<file path="src/rtl/conv_col_scheduler.sv">
// Column-window convolution scheduler: loads image columns into the 3x3
// datapath window, issues one convolution per output row, catches the
// fixed-latency results and streams them out through a small tagged FIFO.
module conv_col_scheduler #(
    parameter int IMG_HEIGHT  = 480,
    parameter int KERNEL_SIZE = 3,
    parameter int PIX_NB      = 19,
    parameter int CONV_LAT    = 2,
    parameter int FIFO_DEPTH  = 4,
    parameter int COL_AW      = 11
) (
    input  logic              clk100,
    input  logic              in_reset,
    input  logic              i_start,
    input  logic [COL_AW-1:0] i_img_width,
    output logic              o_busy,
    output logic              o_done,
    output logic              o_col_req,
    output logic [COL_AW-1:0] o_col_idx,
    input  logic              i_col_ack,
    output logic              o_conv_en,
    output logic [8:0]        o_row_idx,
    input  logic [PIX_NB-1:0] i_conv_pixel,
    output logic              o_pix_valid,
    output logic [PIX_NB-1:0] o_pix_data,
    output logic [8:0]        o_pix_row,
    output logic [COL_AW-1:0] o_pix_col,
    input  logic              i_pix_ready
);

    localparam int ROW_W = 9;
    localparam int PTR_W = (FIFO_DEPTH > 1) ? $clog2(FIFO_DEPTH) : 1;
    localparam int CNT_W = PTR_W + 1;
    localparam int CW    = $clog2(CONV_LAT + FIFO_DEPTH + 2) + 1;
    localparam logic [ROW_W-1:0]  LAST_ROW     = ROW_W'(IMG_HEIGHT - KERNEL_SIZE);
    localparam logic [COL_AW-1:0] K_COL        = COL_AW'(KERNEL_SIZE);
    localparam logic [COL_AW-1:0] PREFILL_LAST = COL_AW'(KERNEL_SIZE - 1);

    typedef enum logic [2:0] {S_IDLE, S_LOAD, S_COMPUTE, S_DRAIN, S_DONE} state_t;

    state_t             r_state;
    logic [COL_AW-1:0]  r_width;
    logic [COL_AW-1:0]  r_col;
    logic [ROW_W-1:0]   r_row;
    logic               r_busy;
    logic               r_done;
    logic               r_col_req;
    logic [COL_AW-1:0]  r_col_idx;
    logic               r_conv_en;
    logic [ROW_W-1:0]   r_row_idx;
    logic [COL_AW-1:0]  r_conv_col;

    logic [CONV_LAT-1:0] w_dl_valid;
    logic                w_push;
    logic [ROW_W-1:0]    w_push_row;
    logic [COL_AW-1:0]   w_push_col;

    logic [PIX_NB-1:0]  r_mem_data [FIFO_DEPTH];
    logic [ROW_W-1:0]   r_mem_row  [FIFO_DEPTH];
    logic [COL_AW-1:0]  r_mem_col  [FIFO_DEPTH];
    logic [PTR_W-1:0]   r_wr_ptr;
    logic [PTR_W-1:0]   r_rd_ptr;
    logic [CNT_W-1:0]   r_fifo_count;

    logic               w_fifo_valid;
    logic               w_pop;
    logic [CW-1:0]      w_inflight;
    logic [CW-1:0]      w_outstanding;
    logic               w_credit;

    // Delay line tracking issued convolutions until their result arrives;
    // stage 0 is fed by the registered o_conv_en and its tags.
    for (genvar gi = 0; gi < CONV_LAT; gi++) begin : g_dl
        logic              r_valid;
        logic [ROW_W-1:0]  r_row_tag;
        logic [COL_AW-1:0] r_col_tag;
        if (gi == 0) begin : g_head
            // First stage captures the issue currently on o_conv_en
            always_ff @(posedge clk100) begin
                if (in_reset) begin
                    r_valid   <= 1'b0;
                    r_row_tag <= '0;
                    r_col_tag <= '0;
                end else begin
                    r_valid   <= r_conv_en;
                    r_row_tag <= r_row_idx;
                    r_col_tag <= r_conv_col;
                end
            end
        end else begin : g_tail
            // Later stages simply shift the previous stage along
            always_ff @(posedge clk100) begin
                if (in_reset) begin
                    r_valid   <= 1'b0;
                    r_row_tag <= '0;
                    r_col_tag <= '0;
                end else begin
                    r_valid   <= g_dl[gi-1].r_valid;
                    r_row_tag <= g_dl[gi-1].r_row_tag;
                    r_col_tag <= g_dl[gi-1].r_col_tag;
                end
            end
        end
        assign w_dl_valid[gi] = r_valid;
    end

    assign w_push     = g_dl[CONV_LAT-1].r_valid;
    assign w_push_row = g_dl[CONV_LAT-1].r_row_tag;
    assign w_push_col = g_dl[CONV_LAT-1].r_col_tag;

    assign w_fifo_valid = (r_fifo_count != '0);
    assign w_pop        = w_fifo_valid & i_pix_ready;

    // Credit check: everything issued but not yet consumed, after this
    // cycle's pop, must leave room for one more result in the FIFO.
    always_comb begin
        w_inflight = CW'(r_conv_en);
        for (int i = 0; i < CONV_LAT; i++) begin
            w_inflight = w_inflight + CW'(w_dl_valid[i]);
        end
        w_outstanding = w_inflight + CW'(r_fifo_count) - CW'(w_pop);
        w_credit      = (w_outstanding < CW'(FIFO_DEPTH));
    end

    // Result storage written on delay-line arrival; no reset needed as the
    // head is masked by the count.
    always_ff @(posedge clk100) begin
        if (w_push) begin
            r_mem_data[r_wr_ptr] <= i_conv_pixel;
            r_mem_row[r_wr_ptr]  <= w_push_row;
            r_mem_col[r_wr_ptr]  <= w_push_col;
        end
    end

    // FIFO pointers and occupancy; push and pop together leave count unchanged
    always_ff @(posedge clk100) begin
        if (in_reset) begin
            r_wr_ptr     <= '0;
            r_rd_ptr     <= '0;
            r_fifo_count <= '0;
        end else begin
            if (w_push) r_wr_ptr <= r_wr_ptr + PTR_W'(1);
            if (w_pop)  r_rd_ptr <= r_rd_ptr + PTR_W'(1);
            case ({w_push, w_pop})
                2'b10:   r_fifo_count <= r_fifo_count + CNT_W'(1);
                2'b01:   r_fifo_count <= r_fifo_count - CNT_W'(1);
                default: r_fifo_count <= r_fifo_count;
            endcase
        end
    end

    // Control FSM: column loading, row issue with credits, drain and completion
    always_ff @(posedge clk100) begin
        if (in_reset) begin
            r_state    <= S_IDLE;
            r_width    <= '0;
            r_col      <= '0;
            r_row      <= '0;
            r_busy     <= 1'b0;
            r_done     <= 1'b0;
            r_col_req  <= 1'b0;
            r_col_idx  <= '0;
            r_conv_en  <= 1'b0;
            r_row_idx  <= '0;
            r_conv_col <= '0;
        end else begin
            r_done    <= 1'b0;
            r_conv_en <= 1'b0;
            case (r_state)
                S_IDLE: begin
                    if (i_start) begin
                        r_width <= i_img_width;
                        r_busy  <= 1'b1;
                        r_col   <= '0;
                        r_state <= (i_img_width < K_COL) ? S_DONE : S_LOAD;
                    end
                end
                S_LOAD: begin
                    if (r_col_req) begin
                        if (i_col_ack) begin
                            r_col_req <= 1'b0;
                            if (r_col < PREFILL_LAST) begin
                                r_col <= r_col + COL_AW'(1);
                            end else begin
                                r_row   <= '0;
                                r_state <= S_COMPUTE;
                            end
                        end
                    end else if (w_inflight == '0) begin
                        // Only shift the window once no result depends on it
                        r_col_req <= 1'b1;
                        r_col_idx <= r_col;
                    end
                end
                S_COMPUTE: begin
                    if (w_credit) begin
                        r_conv_en  <= 1'b1;
                        r_row_idx  <= r_row;
                        r_conv_col <= r_col - PREFILL_LAST;
                        r_row      <= r_row + ROW_W'(1);
                        if (r_row == LAST_ROW) begin
                            if (r_col == r_width - COL_AW'(1)) begin
                                r_state <= S_DRAIN;
                            end else begin
                                r_col   <= r_col + COL_AW'(1);
                                r_state <= S_LOAD;
                            end
                        end
                    end
                end
                S_DRAIN: begin
                    if ((w_inflight == '0) && !w_fifo_valid) r_state <= S_DONE;
                end
                S_DONE: begin
                    r_done  <= 1'b1;
                    r_busy  <= 1'b0;
                    r_state <= S_IDLE;
                end
                default: r_state <= S_IDLE;
            endcase
        end
    end

    assign o_busy      = r_busy;
    assign o_done      = r_done;
    assign o_col_req   = r_col_req;
    assign o_col_idx   = r_col_idx;
    assign o_conv_en   = r_conv_en;
    assign o_row_idx   = r_row_idx;
    assign o_pix_valid = w_fifo_valid;
    assign o_pix_data  = w_fifo_valid ? r_mem_data[r_rd_ptr] : '0;
    assign o_pix_row   = w_fifo_valid ? r_mem_row[r_rd_ptr]  : '0;
    assign o_pix_col   = w_fifo_valid ? r_mem_col[r_rd_ptr]  : '0;

endmodule

</file>
<file path="config.mk">
export PLATFORM = sky130hd
export DESIGN_NAME = conv_col_scheduler
export DESIGN_NICKNAME = d
export VERILOG_FILES = /design/src/rtl/conv_col_scheduler.sv
export SDC_FILE = /design/constraint.sdc
export NUM_CORES = 1
export LEC_CHECK = 0
export ABC_AREA = 1
export CAP_MARGIN = 20
export CORE_UTILIZATION = 47
export CTS_CLUSTER_SIZE = 28
export DETAILED_ROUTE_END_ITERATION = 6
export PLACE_DENSITY = 0.67
export SETUP_SLACK_MARGIN = 0.05
export SYNTH_ARGS = -nofsm -noshare
export SYNTH_HDL_FRONTEND = slang
export SYNTH_SLANG_ARGS = --single-unit
</file>
<file path="constraint.sdc">
create_clock -name clk100 -period 7.9 [get_ports clk100]
set_input_delay 1.58 -clock clk100 [delete_from_list [all_inputs] [get_ports clk100]]
set_output_delay 1.58 -clock clk100 [all_outputs]
set_load 0.005 [all_outputs]
</file>
Word level (Yosys, flattened, before mapping)
Memories as Yosys holds them, arrays and structs flattened. A register that Yosys moved wholly into a read port is not among the register bits.
Cells that the tools add are included.

operators by class
  reductions and logical operators = 17
  $lt $le $gt $ge = 3
  multiplexer cells = 42
  bitwise operators = 3
  equality and inequality tests = 17
  $add $sub $neg = 12

operator list
  operator                                                                count
  11-bit 2-to-1 mux                                                       8
  9-bit 2-to-1 mux                                                        5
  11-bit one-hot mux with 3 select lines                                  1
  3-bit 2-to-1 mux                                                        8
  11-bit by 2-bit < comparator with 1-bit output (second input constant)  2
  19-bit 2-to-1 mux                                                       1
  2-bit != test (second input constant)                                   9
  9-bit one-hot mux with 2 select lines                                   1
  2-bit 2-to-1 mux                                                        7
  3-bit one-hot mux with 4 select lines                                   1
  11-bit by 1-bit adder with 11-bit output (second input constant)        1
  11-bit == test                                                          1
  11-bit by 1-bit subtractor with 11-bit output (second input constant)   1
  11-bit by 2-bit subtractor with 11-bit output (second input constant)   1
  9-bit by 1-bit adder with 9-bit output (second input constant)          1
  9-bit == test (second input constant)                                   1
  1-bit 2-to-1 mux                                                        8
  8-bit AND reduction                                                     1
  7-bit AND reduction                                                     1
  3-bit by 2-bit == test with 1-bit output (second input constant)        2
  3-bit one-hot mux with 2 select lines                                   1
  2-bit AND reduction                                                     3
  2-bit nonzero test                                                      3
  3-bit nonzero test                                                      2
  other kinds (22)                                                        24

storage, ports and cells
  output and inout port bits = 64
  memories = 3
  bits in writable memories = 156
  flip-flop bits (word level) = 118

memory list
  memory      depth  bits a word  read ports  clocked after memory_dff  write ports  line  source
  r_mem_data  4      19           1           1                         1            58    logic [PIX_NB-1:0] r_mem_data [FIFO_DEPTH];
  r_mem_col   4      11           1           1                         1            60    logic [COL_AW-1:0] r_mem_col [FIFO_DEPTH];
  r_mem_row   4      9            1           1                         1            59    logic [ROW_W-1:0] r_mem_row [FIFO_DEPTH];

Longest topological paths before layout
Gate-level depths: netlist of the first run.

  word-level depth = 7
  gate-level depth with buffers = 18
  depth with buffers taken out = 18

Least setup slack after synthesis of the first run
No wires, ideal clock.

  kind = input to register
  start point = input i_pix_ready
  end point = register r_row[2]
  data arrival time = 3.179 ns
  buffers on the path = 1
  stages = 14
  data required time = 7.775 ns
  setup slack = 4.597 ns
  library setup time = 0.125 ns
  cell sequence = nand2_1 inv_1 ha_1 inv_1 ha_1 nand3_1 nand2_1 nand2_1 nand3_1 a21boi_2 nand2_1 buf_6 o21ai_1 a21oi_1

between the ends
  word-level cells in the longest chain between the ends = 5

ends and longest elaborated chain
  item                                           line  source
  from (decl)                                    28    input logic i_pix_ready
  1-bit AND                                      112   assign w_pop = w_fifo_valid & i_pix_ready;
  named net w_pop                                66    logic w_pop;
  4-bit by 1-bit subtractor with 4-bit output    121   w_outstanding = w_inflight + CW'(r_fifo_count) - CW'(w_pop);
  4-bit by 3-bit < comparator with 1-bit output  122   w_credit = (w_outstanding < CW'(FIFO_DEPTH));
  2-bit != test (no source line)                 n/a
  5-bit AND reduction (no source line)           n/a
  to (signal assigned)                           200   r_row <= r_row + ROW_W'(1);
  to (decl)                                      44    logic [ROW_W-1:0] r_row;

The timed path passes the listed nets, and every way through them passes these cells.
A chain may end at the register's enable or synchronous reset.

==> results of run 1 <==
[cells by family (layout without fill, tap and decap cells)]
| logic type | Yosys count | after routing |
|---|---|---|
| and+or+nand+nor | 446 | 446 |
| buffers and inverters | 187 | 292 |
| AOI/OAI and AO/OA | 233 | 233 |
| xor gates and xnor gates | 22 | 22 |
| adders and majority gates | 17 | 17 |
| DFF | 276 | 276 |
[synth_stat cells, drive strengths merged]
cell / number
a211oi: 1
a21boi: 1
a21oi: 95
a2bb2oi: 2
buf: 24
clkbuf: 32
clkinv: 1
dfxtp: 120
edfxtp: 156
fa: 2
ha: 15
inv: 130
nand2: 119
nand3: 44
nand3b: 1
nand4: 8
nor2: 258
nor3: 11
nor4: 2
o21a: 1
o21ai: 118
o22a: 1
o22ai: 14
or2: 3
xnor2: 7
xor2: 15
[sequential cells by signal, indices dropped and copies added, names as in the netlist, named ones only]
name            count
r_state             3
r_row               9
r_mem_data         76
r_width            11
o_col_idx          11
o_row_idx           9
r_mem_row          36
g_dl.r_col_tag     22
g_dl.r_valid        2
o_busy              1
o_col_req           1
r_col              11
r_wr_ptr            2
g_dl.r_row_tag     18
r_rd_ptr            2
r_conv_col         11
o_conv_en           1
o_done              1
r_fifo_count        3
r_mem_col          44
[cell type report]
type | count | area, µm²
clock buffer | 38 | 818
multi-input combinational | 718 | 3520
sequential | 276 | 7090
clock inverter | 14 | 136
fill | 2053 | 10100
inverter | 131 | 498
timing repair buffer | 109 | 1070
tap | 319 | 399
[stage by stage]
step	worst slack, ns	utilization, %	std cells	instance area (µm²)	total power [mW]
2_1_floorplan	4.60	-	1181	11400	2.60
3_3_place_gp	3.64	53.1	1551	12500	3.07
3_5_place_dp	3.60	53.1	1551	12500	3.09
4_1_cts	3.03	57.2	1603	13500	4.40
5_1_grt	2.89	57.3	1605	13500	4.65
6_report	3.15	57.3	1605	13500	4.38
[worst max path at each step]
| stage | depth (start not counted) | to |
|---|---|---|
| finish | 6 | o_pix_col[9] |
| global route | 6 | o_pix_col[7] |
| CTS | 5 | o_pix_row[4] |
| detailed placement | 14 | r_row[2] |
| global placement | 5 | o_pix_row[4] |
| floorplan | 14 | r_row[2] |
[worst max-delay path, stage by stage, from the launching register on]
cell,delay (ns)
dfxtp_2,0.31
buf_4,0.63
inv_2,0.47
buf_12,0.31
o21ai_0,0.21
a21oi_1,0.09
clkdlybuf4s50_1,0.54
[power by group]
group	switching [mW]	leakage, nW	total (mW)	internal (mW)
logic	0.776	2.24	1.31	0.535
clock network	0.544	0.458	1.31	0.765
registers	0.0847	2.40	1.76	1.67
[layer usage]
| layer | vias up | GRT usage (%) | wire, µm |
|---|---|---|---|
| met4 | 0 | 7.44 | 654 |
| li1 | 4071 | - | - |
| met1 | 3735 | 23.9 | 10100 |
| met3 | 50 | 3.14 | 1060 |
| met5 | - | 0 | 0 |
| met2 | 176 | 33.6 | 11600 |
==> qor.yml, run 1 <==
routing:
  drt_iter0_markers: 522
  wl_per_cell_um: 14.6
  drc_errors: 0
  drtPass1Iterations: 5
  final_antenna_net_count: 0
  wirelength_mm: 23.5
  vias: 8032
  viasPerCell: 5.00
die:
  die-area_mm2: 0.0248
  core_region_area_mm2: 0.0236
  start_util_pct: 48.1
  io_pins: 99
  die_height_um: 158
  rows: 56
  die_w_um: 158
logic_synthesis:
  netlist_instances: 1181
  synth.avg_cell_area_um2: 9.62
  synthMuxAreaShare_pct: 0
  ys_ff_latch: 276
  yosys.area_share.simple_pct: 16.6
  syn_nets: 1233
  yosysSeqAreaShare_pct: 62.4
  syn_area_mm2: 0.0114
  ys_types: 44
  yosysTopAreaCell: "edfxtp_1"
  ys_top_cells_by_area: "edfxtp_1, dfxtp_1, nor2_1"
  synth_xor_xnor_area_share_pct: 1.70
  yosys_warnings: 0
  synth_top_family_by_area: "simple AND/OR/NAND/NOR gates"
  synth_top_area_share_pct: 41.2
  synthAdderAreaFrac_pct: 2.00
  synth_compound_area_share_pct: 10.7
power_and_ir_drop:
  powerDensity_mw_per_mm2: 323
  ir_worst_vdd_mv: 0.179
  cellLeakagePower_nw: 5.10
clock_network:
  cts_htree_levels: 1
  cts-root-buf: "clkbuf_16"
  cts_max_path_buffers: 3
  numClockSinks: 276
  numCtsBuffers: 28
  clk_pin_slew_ns: 0.06
  cts_hold_repair.buffers: 0
  clk_latency_ns: 0.55
  cts_tree: "done"
  cts_setup_buffers: 0
  cts_resized: 0
worst_hold_path:
  hold_depth: 2
  hold_path_class: "reg2reg"
  hold_start: "g_dl[0].r_col_tag[7]"
  hold_end: "g_dl[1].r_col_tag[7]"
sta:
  fin_crit_sh_pct: 60.2
  finalMaxSlewViolations: 0
  hold_viol: 0
  finClkSkew_ns: 0.0128
  fin_tns_setup_ns: 0
  worst_pin_slew_ns: 0.857
  setup_viol: 0
  max_freq_mhz: 210
  rsz0062_at_grt: "no"
  hold_ws_ns: 0.390
  slew_headroom_pct: 42.8
  post-route-min-period_ns: 4.75
finish:
  final_common_cell: "nor2_1"
  final_cell_mix: "nor2_1, edfxtp_1, inv_1"
  synthToLayoutAreaGrowth_pct: 19.1
  antenna_cells: 0
  layout.nets: 1316
  drive_above_1_share_pct: 7.39
setup_path:
  worst_ep_required_time_ns: 6.32
  cp_max_fo: 79
  regToRegSetupSlack_ns: 4.71
  reg2reg_depth: 12
  critPathKind: "reg2out"
  r2r_end: "r_row[2]"
  crit_path_end_kind: "output pin"
  arrival_ns: 3.17
  r2r_start: "g_dl[1].r_valid"
  cp-start-kind: "flop"
placement:
  numPortBuffers: 98
  gp_congestion: 0.870
  dpl.hpwl_mm: 14.3
grt:
  grt_pass1_vias: 7668
  grt_max_degree: 80
  antenna_found_initial: 0
  grt_first_pass_wirelength_mm: 38.0
  grt-ovfl-total: 0
  grtUsageTotal_pct: 19.3
status:
  outcome: "finished, final reports clean"
job:
  cap_violations: 0
Note: power is estimated with default switching activity, not from simulation.
==> run 2, diff against run 1 <==
==> constraint.sdc (replaced) <==
create_clock -name clk100 -period 4.9 [get_ports clk100]
set_input_delay 0.98 -clock clk100 [delete_from_list [all_inputs] [get_ports clk100]]
set_output_delay 0.98 -clock clk100 [all_outputs]
set_load 0.005 [all_outputs]
==> run 2 against run 1 <==
  * Core utilization is essentially flat
  * Flip-flop and latch count is the same
  * Routed wire length grew 1.2%
  * First-iteration DRC count shrank 11%
  * Non-clock buffer count grew 1
  * Worst setup slack lost 2.2 ns
  * Largest cell class unchanged
  * Power grew 61%
  * Sequential share of layout area is essentially flat
  * Final cell count is essentially flat
  * Sequential power grew 63%
==> qor.yml, run 2 (same netlist as run 1, synthesis figures left out) <==
status:
  outcome: "finished, final reports clean"
routing:
  final_antenna_net_count: 0
  drtPass1Iterations: 5
  wl_per_cell_um: 14.8
  wirelength_mm: 23.8
  drt_iter0_markers: 462
  drc_errors: 0
  viasPerCell: 4.99
  vias: 8013
sta:
  max_freq_mhz: 251
  fin_crit_sh_pct: 81.4
  hold_viol: 0
  slew_headroom_pct: 40.1
  finalMaxSlewViolations: 0
  worst_pin_slew_ns: 0.897
  rsz0062_at_grt: "no"
  finClkSkew_ns: 0.0104
  post-route-min-period_ns: 3.99
  fin_tns_setup_ns: 0
  setup_viol: 0
setup_path:
  arrival_ns: 3.01
  crit_path_end_kind: "output pin"
  cp_max_fo: 41
  cp-start-kind: "flop"
  worst_ep_required_time_ns: 3.92
  r2r_start: "g_dl[1].r_valid"
  critPathKind: "reg2out"
  reg2reg_depth: 12
  critical_path.endpoint: "o_pix_col[0]"
  r2r_end: "r_row[4]"
  regToRegSetupSlack_ns: 1.67
clock_network:
  cts_hold_repair.buffers: 0
  clk_pin_slew_ns: 0.06
  cts_resized: 0
  cts-root-buf: "clkbuf_16"
  cts_tree: "done"
  cts_max_path_buffers: 3
  cts_setup_buffers: 0
  numCtsBuffers: 28
  numClockSinks: 276
  cts_htree_levels: 1
  clk_latency_ns: 0.54
finish:
  synthToLayoutAreaGrowth_pct: 19.0
  seq_area_mm2: 0.00709
  antenna_cells: 0
  largest_register_ffs: 76
  layout.cells.non_filler: 1606
  drive_above_1_share_pct: 7.30
  multiInputGateArea_mm2: 0.00352
  layout.nets: 1317
  fillCellCount: 2005
  final_area_mm2: 0.0135
  largestRegisters: "r_mem_data: 76 flops, r_mem_col: 44 flops, r_mem_row: 36 flops"
  regMostFlops: "r_mem_data"
  final_common_cell: "nor2_1"
  final_cell_mix: "nor2_1, edfxtp_1, inv_1"
grt:
  grt-ovfl-total: 0
  grt_first_pass_wirelength_mm: 37.5
  antenna_found_initial: 0
  grt_pass1_vias: 7591
  grtUsageTotal_pct: 19.1
  grt_max_degree: 79
placement:
  dpl.hpwl_mm: 14.5
  dp_cells: 1552
  gp_congestion: 0.852
  numPortBuffers: 98
  placed_cell_area_mm2: 0.0126
die:
  start_util_pct: 48.1
  die_w_um: 158
  rows: 56
  die_height_um: 158
  die-area_mm2: 0.0248
  io_pins: 99
  core_region_area_mm2: 0.0236
job:
  cap_violations: 0
power_and_ir_drop:
  power_mw: 7.06
  cellLeakagePower_nw: 5.11
  powerDensity_mw_per_mm2: 522
  ir_worst_vdd_mv: 0.299
worst_hold_path:
  hold_path_class: "reg2reg"
## run 2: cell count changes in the layout (fill, tap and decap cells not counted)
cell        previous run  this run
buf_4                 10        11
clkbuf_1               2         3
clkbuf_16             28        30
clkbuf_8               8         3
clkinv_2               4        10
clkinvlp_2             4         0
inv_1                120       121
inv_4                  3         2
inv_6                  1         2
inv_8                  1         0
## run 2: report_power, final
part           total, mW  switching [mW]  internal (mW)  leakage [nW]
clock               2.10           0.877           1.22         0.466
combinational       2.08            1.22          0.866          2.25
sequential          2.87           0.177           2.70          2.40
## run 2: worst min-delay path by stage
stage	start	endpoint	depth (start not counted)
CTS	g_dl[0].r_col_tag[1]	g_dl[1].r_col_tag[1]	2
detailed placement	g_dl[0].r_row_tag[4]	g_dl[1].r_row_tag[4]	2
finish	g_dl[0].r_col_tag[1]	g_dl[1].r_col_tag[1]	2
global placement	g_dl[0].r_row_tag[5]	g_dl[1].r_row_tag[5]	2
floorplan	g_dl[0].r_col_tag[0]	g_dl[1].r_col_tag[0]	2
global route	g_dl[0].r_col_tag[8]	g_dl[1].r_col_tag[8]	2
## run 2: critical path, cell delays in order (launching register included)
cell and delay, ns:
dfxtp_2 0.83, inv_2 0.47, buf_12 0.31, o21ai_0 0.19, a21oi_1 0.11, clkdlybuf4s50_1 0.53
## run 2: metal layers
metal  track usage [%]  vias to the layer above  share of wire, %
met5                 0                        -                 0
met4              6.75                        0               2.8
met3              3.36                       42               4.6
met2              34.9                      170                49
met1              22.4                     3730                43
li1                  -                     4071                 -
## run 2: metrics by stage
| step | setup WS, ns | utilization, % | hold WS (ns) |
|---|---|---|---|
| after floorplan | 2.20 | - | 0.388 |
| after global placement | 1.23 | 53.2 | 0.389 |
| after detailed placement | 1.14 | 53.2 | 0.392 |
| after CTS | 0.674 | 57.2 | 0.395 |
| after global routing | 0.679 | 57.3 | 0.407 |
| final | 0.911 | 57.3 | 0.399 |
## run 2: final cells by class
cell class,count,share of cell area (%)
clock inverters,16,1.05
flip-flops and latches,276,52.4
clock buffers,36,5.94
multi-input cells,718,26.0
repair buffers,110,7.97
well taps,319,2.95
inverters,131,3.68
